**src/rtl/servo_pwm_multi.sv**
```systemverilog
// Multi-channel hobby-servo PWM generator: one shared frame counter, per-channel
// targets with optional slew limiting, applied only at frame boundaries.
module servo_pwm_multi #(
    parameter int NCH        = 4,
    parameter int POS_W      = 8,
    parameter int PERIOD_CYC = 240000,
    parameter int MIN_CYC    = 6000,
    parameter int STEP_CYC   = 94,
    parameter int SLEW       = 0,
    parameter int INIT_POS   = 128,
    localparam int CH_W      = (NCH > 1) ? $clog2(NCH) : 1
) (
    input  logic                 clk,
    input  logic                 rst,
    input  logic                 wr_en,
    input  logic [CH_W-1:0]      wr_ch,
    input  logic [POS_W-1:0]     wr_pos,
    input  logic [NCH-1:0]       ch_en,
    output logic [NCH-1:0]       servo,
    output logic                 frame_start,
    output logic [NCH-1:0]       settled,
    output logic [NCH*POS_W-1:0] cur_pos
);

    localparam int CTR_W = (PERIOD_CYC > 1) ? $clog2(PERIOD_CYC) : 1;
    localparam longint MAX_WIDTH = longint'(MIN_CYC)
                                 + ((longint'(1) << POS_W) - 1) * longint'(STEP_CYC);
    localparam logic [CTR_W-1:0] LAST_CTR = CTR_W'(PERIOD_CYC - 1);

    generate
        if (MAX_WIDTH >= longint'(PERIOD_CYC)) begin : g_width_check
            $error("servo_pwm_multi: widest pulse does not fit inside the frame");
        end
        if (NCH < 1 || NCH > 16) begin : g_nch_check
            $error("servo_pwm_multi: NCH must be 1..16");
        end
    endgenerate

    logic [CTR_W-1:0] ctr_q, ctr_d;
    logic             boundary;
    logic [NCH-1:0]   servo_q, servo_d;
    logic             frame_start_q;

    assign boundary = (ctr_q == LAST_CTR);

    always_comb begin
        ctr_d = boundary ? '0 : ctr_q + CTR_W'(1);
    end

    genvar gi;
    generate
        for (gi = 0; gi < NCH; gi++) begin : g_ch
            logic [POS_W-1:0] target_q, target_d;
            logic [POS_W-1:0] current_q, current_d;
            logic [POS_W-1:0] diff;
            logic             en_q, en_d;
            logic [CTR_W-1:0] width_ch;

            always_comb begin
                target_d = target_q;
                if (wr_en && (wr_ch == CH_W'(gi))) begin
                    target_d = wr_pos;
                end
            end

            // Boundary update reads the pre-write target, so a same-clock write waits a frame.
            always_comb begin
                current_d = current_q;
                diff = (target_q > current_q) ? (target_q - current_q) : (current_q - target_q);
                if (boundary) begin
                    if ((SLEW == 0) || (32'(diff) <= SLEW)) begin
                        current_d = target_q;
                    end else if (target_q > current_q) begin
                        current_d = current_q + POS_W'(SLEW);
                    end else begin
                        current_d = current_q - POS_W'(SLEW);
                    end
                end
            end

            always_comb begin
                en_d = boundary ? ch_en[gi] : en_q;
            end

            assign width_ch = CTR_W'(MIN_CYC) + CTR_W'(current_q) * CTR_W'(STEP_CYC);
            assign servo_d[gi] = en_q && (ctr_q < width_ch);
            assign settled[gi] = (current_q == target_q);
            assign cur_pos[gi*POS_W +: POS_W] = current_q;

            always_ff @(posedge clk) begin
                if (rst) begin
                    target_q  <= POS_W'(INIT_POS);
                    current_q <= POS_W'(INIT_POS);
                    en_q      <= 1'b0;
                end else begin
                    target_q  <= target_d;
                    current_q <= current_d;
                    en_q      <= en_d;
                end
            end
        end
    endgenerate

    always_ff @(posedge clk) begin
        if (rst) begin
            ctr_q         <= '0;
            servo_q       <= '0;
            frame_start_q <= 1'b0;
        end else begin
            ctr_q         <= ctr_d;
            servo_q       <= servo_d;
            frame_start_q <= (ctr_q == '0);
        end
    end

    assign servo       = servo_q;
    assign frame_start = frame_start_q;

endmodule

```
**config.mk**
```make
export PLATFORM = sky130hd
export DESIGN_NAME = servo_pwm_multi
export DESIGN_NICKNAME = d
export VERILOG_FILES = /design/src/rtl/servo_pwm_multi.sv
export SDC_FILE = /design/constraint.sdc
export NUM_CORES = 1
export LEC_CHECK = 0
export BUFFER_PORTS_ARGS = -buffer_cell sky130_fd_sc_hd__buf_2
export CAP_MARGIN = 25
export CORE_MARGIN = 4
export CORE_UTILIZATION = 58
export DETAILED_ROUTE_END_ITERATION = 6
export PLACE_DENSITY_LB_ADDON = 0.1
export SLEW_MARGIN = 0
export SYNTH_ARGS = -nofsm -noshare
export SYNTH_HDL_FRONTEND = slang
export SYNTH_SLANG_ARGS = --single-unit
```
**constraint.sdc**
```tcl
create_clock -name clk -period 5.8 [get_ports clk]
set_input_delay 1.45 -clock clk [delete_from_list [all_inputs] [get_ports clk]]
set_output_delay 1.45 -clock clk [all_outputs]
set_load 0.05 [all_outputs]
```
Yosys cells after proc, flatten, opt, wreduce, memory -nomap -nowiden. Index checks and enable logic that the tools add are counted.

Memories: 0. Output and inout port bits: 41. ROM bits: 0. Input bits: 17. Logic and storage cells: 47. Register bits after elaboration: 91. Latch bits: 0. RAM bits: 0.

Magnitude comparators: 4. Mux-type cells: 0. Div/mod/pow operators: 0. Bitwise logic cells: 0. Reduce and logical (&&, ||, !) cells: 11. Equal/unequal tests: 8. $mul: 4. $add $sub $neg: 5. Shift operators: 0.

Operators with widths (number): 18-bit by 16-bit < comparator with 1-bit output (4); 13-bit by 15-bit adder with 16-bit output (first input constant) (4); 8-bit by 6-bit multiplier with 14-bit output (second input constant) (4); 8-bit equality test (4); 18-bit by 1-bit adder with 18-bit output (second input constant) (1); 18-bit equality test (second input constant) (1); 18-bit zero test (1); 1-bit logical AND (8); 2-bit equality test (second input constant) (2); 2-bit by 1-bit equality test with 1-bit output (second input constant) (1); 2-bit zero test (1); 2-bit OR reduction (1).

Longest topological paths before layout.
Depth in word-level cells: 4. Depth in mapped cells: 22. Gate-level depth less buffers: 22.

Least setup slack after synthesis. No wires, ideal clock.

Path kind: register -> register. Start point: register g_ch[1].current_q[2]. End point: register servo_q[1], in the netlist servo[1]. Clock period less this slack: 5.111 ns. Buffers on the path: 0. Stages on the path, launching flop included: 19. Required time: 5.670 ns. Path slack: 0.689 ns. Arrival: 4.981 ns. Library setup time: 0.130 ns. Cell sequence: dfxtp_1 inv_1 fa_1 inv_1 ha_1 fa_1 inv_1 fa_1 nand2b_1 a21oi_1 o21ai_0 and3_1 or2_2 a221o_1 xnor2_1 ha_1 nand2_1 a2111oi_0 a21oi_1.

Word-level cells in the longest chain between the ends: 4.

Ends and longest elaborated chain: start, declared (line 54) `logic [POS_W-1:0] current_q, current_d;`; start signal, assigned (line 93) `current_q <= POS_W'(INIT_POS);`; start signal, assigned (line 97) `current_q <= current_d;`; 8-bit by 6-bit multiplier with 14-bit output (line 85) `assign width_ch = CTR_W'(MIN_CYC) + CTR_W'(current_q) * CTR_W'(STEP_CYC);`; 13-bit by 15-bit adder with 16-bit output (line 85); 18-bit by 16-bit < comparator with 1-bit output (line 86) `assign servo_d[gi] = en_q && (ctr_q < width_ch);`; 1-bit logical AND (line 86); end signal, assigned (line 111) `servo_q <= servo_d;`; end, declared (line 41) `logic [NCH-1:0] servo_q, servo_d;`.

No other way between the ends. A chain may end at the register's enable or synchronous reset.

Worst setup path in the final report.
Start point: register g_ch[1].current_q[7]. End point: register servo_q[1], in the netlist servo[1].

Same word-level chain as after synthesis.

==> results.json <==
{
  "drive_gt1_frac": 0.0859,
  "clkTransAtPathRegs_ns": 0.07,
  "synth-simple-area-share": 0.146,
  "boundaryPins": 58,
  "cp-startpoint": "g_ch[1].current_q[7]",
  "grt_pass1_vias": 7631,
  "synth_top_family_by_area": "adder cells",
  "cts.sinks": 91,
  "cap_violations": 0,
  "post_cts_buffers": 0,
  "vias": 7825,
  "power_density_mw_per_mm2": 126,
  "core_area_sq_mm": 0.0168,
  "clock_skew_ns": 0.0146,
  "die_h_microns": 140,
  "netlist_area_sq_mm": 0.0100,
  "setup_viol": 0,
  "cp_max_fo": 8,
  "critical_path_buf_inv_count": 2,
  "syn_area_per_cell_sq_um": 8.61,
  "cp_common_cell": "fa_1",
  "critPathMaxStageDelay_ns": 0.55,
  "crit_arrival_ns": 5.27,
  "cp.required_ns": 6.02,
  "routed_wl_microns": 21500,
  "start_util": 0.600,
  "rows": 47,
  "drtIter0Drc": 293,
  "pwr-share-comb": 0.072,
  "hold_start": "g_ch[1].en_q",
  "port-buffer-count": 57,
  "ir_worst_vdd_mv": 0.130,
  "grt_max_degree": 73,
  "synthCells": 1167,
  "p_switching_mw": 0.343,
  "nets": 1477,
  "slew_violations": 0,
  "crit_path_end_kind": "flip-flop",
  "htreeDepth": 3,
  "crit_cells": 17,
  "status": "complete, no violations",
  "synth_cell_type_count": 71,
  "synth_edf_count": 0,
  "viasPerCell": 5.42,
  "synth_area_leaders": "ha_1 (22%), dfxtp_1 (18%), fa_1 (14%), inv_1 (6.8%), xnor2_1 (5.6%)",
  "synth_fa_ha_area_frac": 0.352,
  "power_mw": 1.36,
  "antenna_left": 0,
  "synth-async-reset-ratio": 0,
  "power.share.clock": 0.454,
  "r2r_end": "servo[1]",
  "critPathTopFamily": "adder cells",
  "r2r_start": "g_ch[1].current_q[7]",
  "synth_top_flop_cell": "dfxtp_1",
  "grt-ovfl-total": 0,
  "area_delta_synth_final_pct": 7.83,
  "critPathKind": "flip-flop to flip-flop",
  "p_seq_frac": 0.475,
  "clk_latency_ns": 0.35,
  "holdPathStages": 2,
  "p_leak_nw": 5.32,
  "grt_usage": 0.225,
  "internal_power_mw": 1.02,
  "hold_viol": 0,
  "grt_antenna_before_repair": 0,
  "antenna-diode-count": 0,
  "tns_ns": 0,
  "synth_compound_gate_area_share": 0.135,
  "p_sw_frac": 0.252,
  "cts_buffers": 9,
  "crit_chain": "fa_1 > fa_1 > inv_1 > fa_1 > inv_1 > ha_1 > and3_1 > a221oi_2 > xnor2_1 > a211oi_1 > o21ai_1 > a21boi_1 > or3_1 > ha_1 > nand2_1 > a2111oi_0 > a21oi_1",
  "ctsResizeCount": 0,
  "yosysWarnings": 0,
  "route.detailed.drc": 0,
  "ys_seq_area_frac": 0.181,
  "gp_congestion": 0.811,
  "syn_nets": 1426,
  "cts_root_buffer": "clkbuf_16",
  "tritoncts": "yes",
  "min_to": "g_ch[1].en_q",
  "grt_pass1_wl_microns": 36500,
  "period_minus_slack_ns": 5.05,
  "die-width_microns": 140,
  "dpl.hpwl_microns": 16800,
  "hold_ws_ns": 0.466,
  "cts_hold_buf": 0,
  "ys_seq_elements": 91,
  "die_area_sq_mm": 0.0195,
  "yosysTopAreaCell": "ha_1",
  "cp-start-kind": "flip-flop",
  "worst_pin_slew_ns": 0.900,
  "fmax_ghz": 0.198,
  "synthMuxAreaShare": 0.0151,
  "cts_max_path_buffers": 2,
  "synth-xor-area-share": 0.0906,
  "critPathSlowestCell": "dfxtp_1",
  "post-route-period-util": 0.871,
  "hold_path_class": "flip-flop to flip-flop",
  "ff2ff_path_depth": 17,
  "synth.top_cell.area_share": 0.217,
  "post_drt_wl_per_cell_microns": 14.9,
  "relSlewSlack": 0.396,
  "ff2ff_setup_slack_ns": 0.75,
  "rsz0062_at_grt": "false",
  "drt_pass1_iterations": 5
}
==> how the worst max path moves through the flow <==
stage                to  slack (ns)
3_5_place_dp   servo[1]        0.76
5_1_grt        servo[1]        0.35
4_1_cts        servo[1]        0.73
3_3_place_gp   servo[2]        0.82
2_1_floorplan  servo[1]        0.69
6_report       servo[1]        0.75
==> kinds of logic (layout without fill, tap and decap cells) <==
group,Yosys count,in the layout
XOR/XNOR,104,104
buffers and inverters,203,259
AO/OA/AOI/OAI,205,205
multiplexers,15,15
flip-flops,91,91
adder cells (fa/ha/maj),242,242
AND/OR/NAND/NOR,307,307
==> tightest hold or removal path, cell delays in order (launching register included) <==
cell	delay, ns
dfxtp_1	0.31
nand2_1	0.05
a21oi_1	0.05
==> cell usage in the layout, fill, tap and decap left out, types with 8 or more instances in the layout <==
| cell type | synthesis | routed |
|---|---|---|
| fa_1 | 68 | 68 |
| o21a_1 | 10 | 10 |
| buf_2 | 6 | 57 |
| xor2_1 | 40 | 40 |
| nor3_1 | 13 | 13 |
| nand3_1 | 19 | 19 |
| clkbuf_16 | 0 | 9 |
| or3_1 | 8 | 8 |
| o21ai_0 | 18 | 18 |
| ha_1 | 174 | 174 |
| nor2_1 | 62 | 62 |
| inv_1 | 182 | 182 |
| a21o_1 | 29 | 29 |
| nand3b_1 | 10 | 10 |
| nand4_1 | 17 | 17 |
| dfxtp_1 | 91 | 91 |
| mux2i_1 | 14 | 14 |
| xnor2_1 | 64 | 64 |
| nand2_1 | 137 | 137 |
| a21oi_1 | 90 | 90 |
==> stage by stage <==
step / setup WS [ns] / cell area [sq um] / std cells / utilization
4_1_cts: 0.729 / 10800 / 1443 / 0.647
6_report: 0.750 / 10800 / 1443 / 0.647
5_1_grt: 0.348 / 10800 / 1443 / 0.647
3_3_place_gp: 0.816 / 10500 / 1427 / 0.628
3_5_place_dp: 0.758 / 10500 / 1427 / 0.628
2_1_floorplan: 0.689 / 10000 / 1167 / -
==> power groups by stage <==
stage / clock (mW) / combinational (mW) / sequential [mW]
global route: 0.651 / 0.107 / 0.648
CTS: 0.627 / 0.0978 / 0.646
detailed placement: 0 / 0.0973 / 0.661
floorplan: 0 / 0.0669 / 0.660
finish: 0.618 / 0.0976 / 0.646
global placement: 0 / 0.0968 / 0.661
==> final cells by class <==
cell class                      instances  area (sq um)
Timing Repair Buffer                   61           315
Clock buffer                           10           239
Clock inverter                          6          70.1
Multi-Input combinational cell        873          7430
Inverter                              182           683
Fill cell                            1513          5920
Tap cell                              220           275
Sequential cell                        91          1820
==> synthesized netlist by cell type (6+ instances only) <==
| cell | instances |
|---|---|
| nand3_1 | 19 |
| nand2_1 | 137 |
| buf_2 | 6 |
| nor2_1 | 62 |
| dfxtp_1 | 91 |
| a21oi_1 | 90 |
| inv_1 | 182 |
| a21o_1 | 29 |
| nor3_1 | 13 |
| o21ai_0 | 18 |
| or3_1 | 8 |
| fa_1 | 68 |
| and3_1 | 7 |
| xor2_1 | 40 |
| nand4_1 | 17 |
| clkbuf_1 | 11 |
| xnor2_1 | 64 |
| ha_1 | 174 |
| o21a_1 | 10 |
| mux2i_1 | 14 |
| nand3b_1 | 10 |
==> per-layer routing <==
metal	track usage	up-vias	wire [microns]
li1	-	4006	-
met1	0.308	3672	10300
met2	0.389	130	10300
met3	0.0295	17	755
met4	0.0352	0	194
met5	0	-	0
==> sequential cells by signal, summed over array words and instances, names as in the netlist <==
register and count:
g_ch.current_q 32, servo 4, frame_start 1, g_ch.target_q 32, g_ch.en_q 4, ctr_q 18
Note: power is estimated with default switching activity, not from simulation.
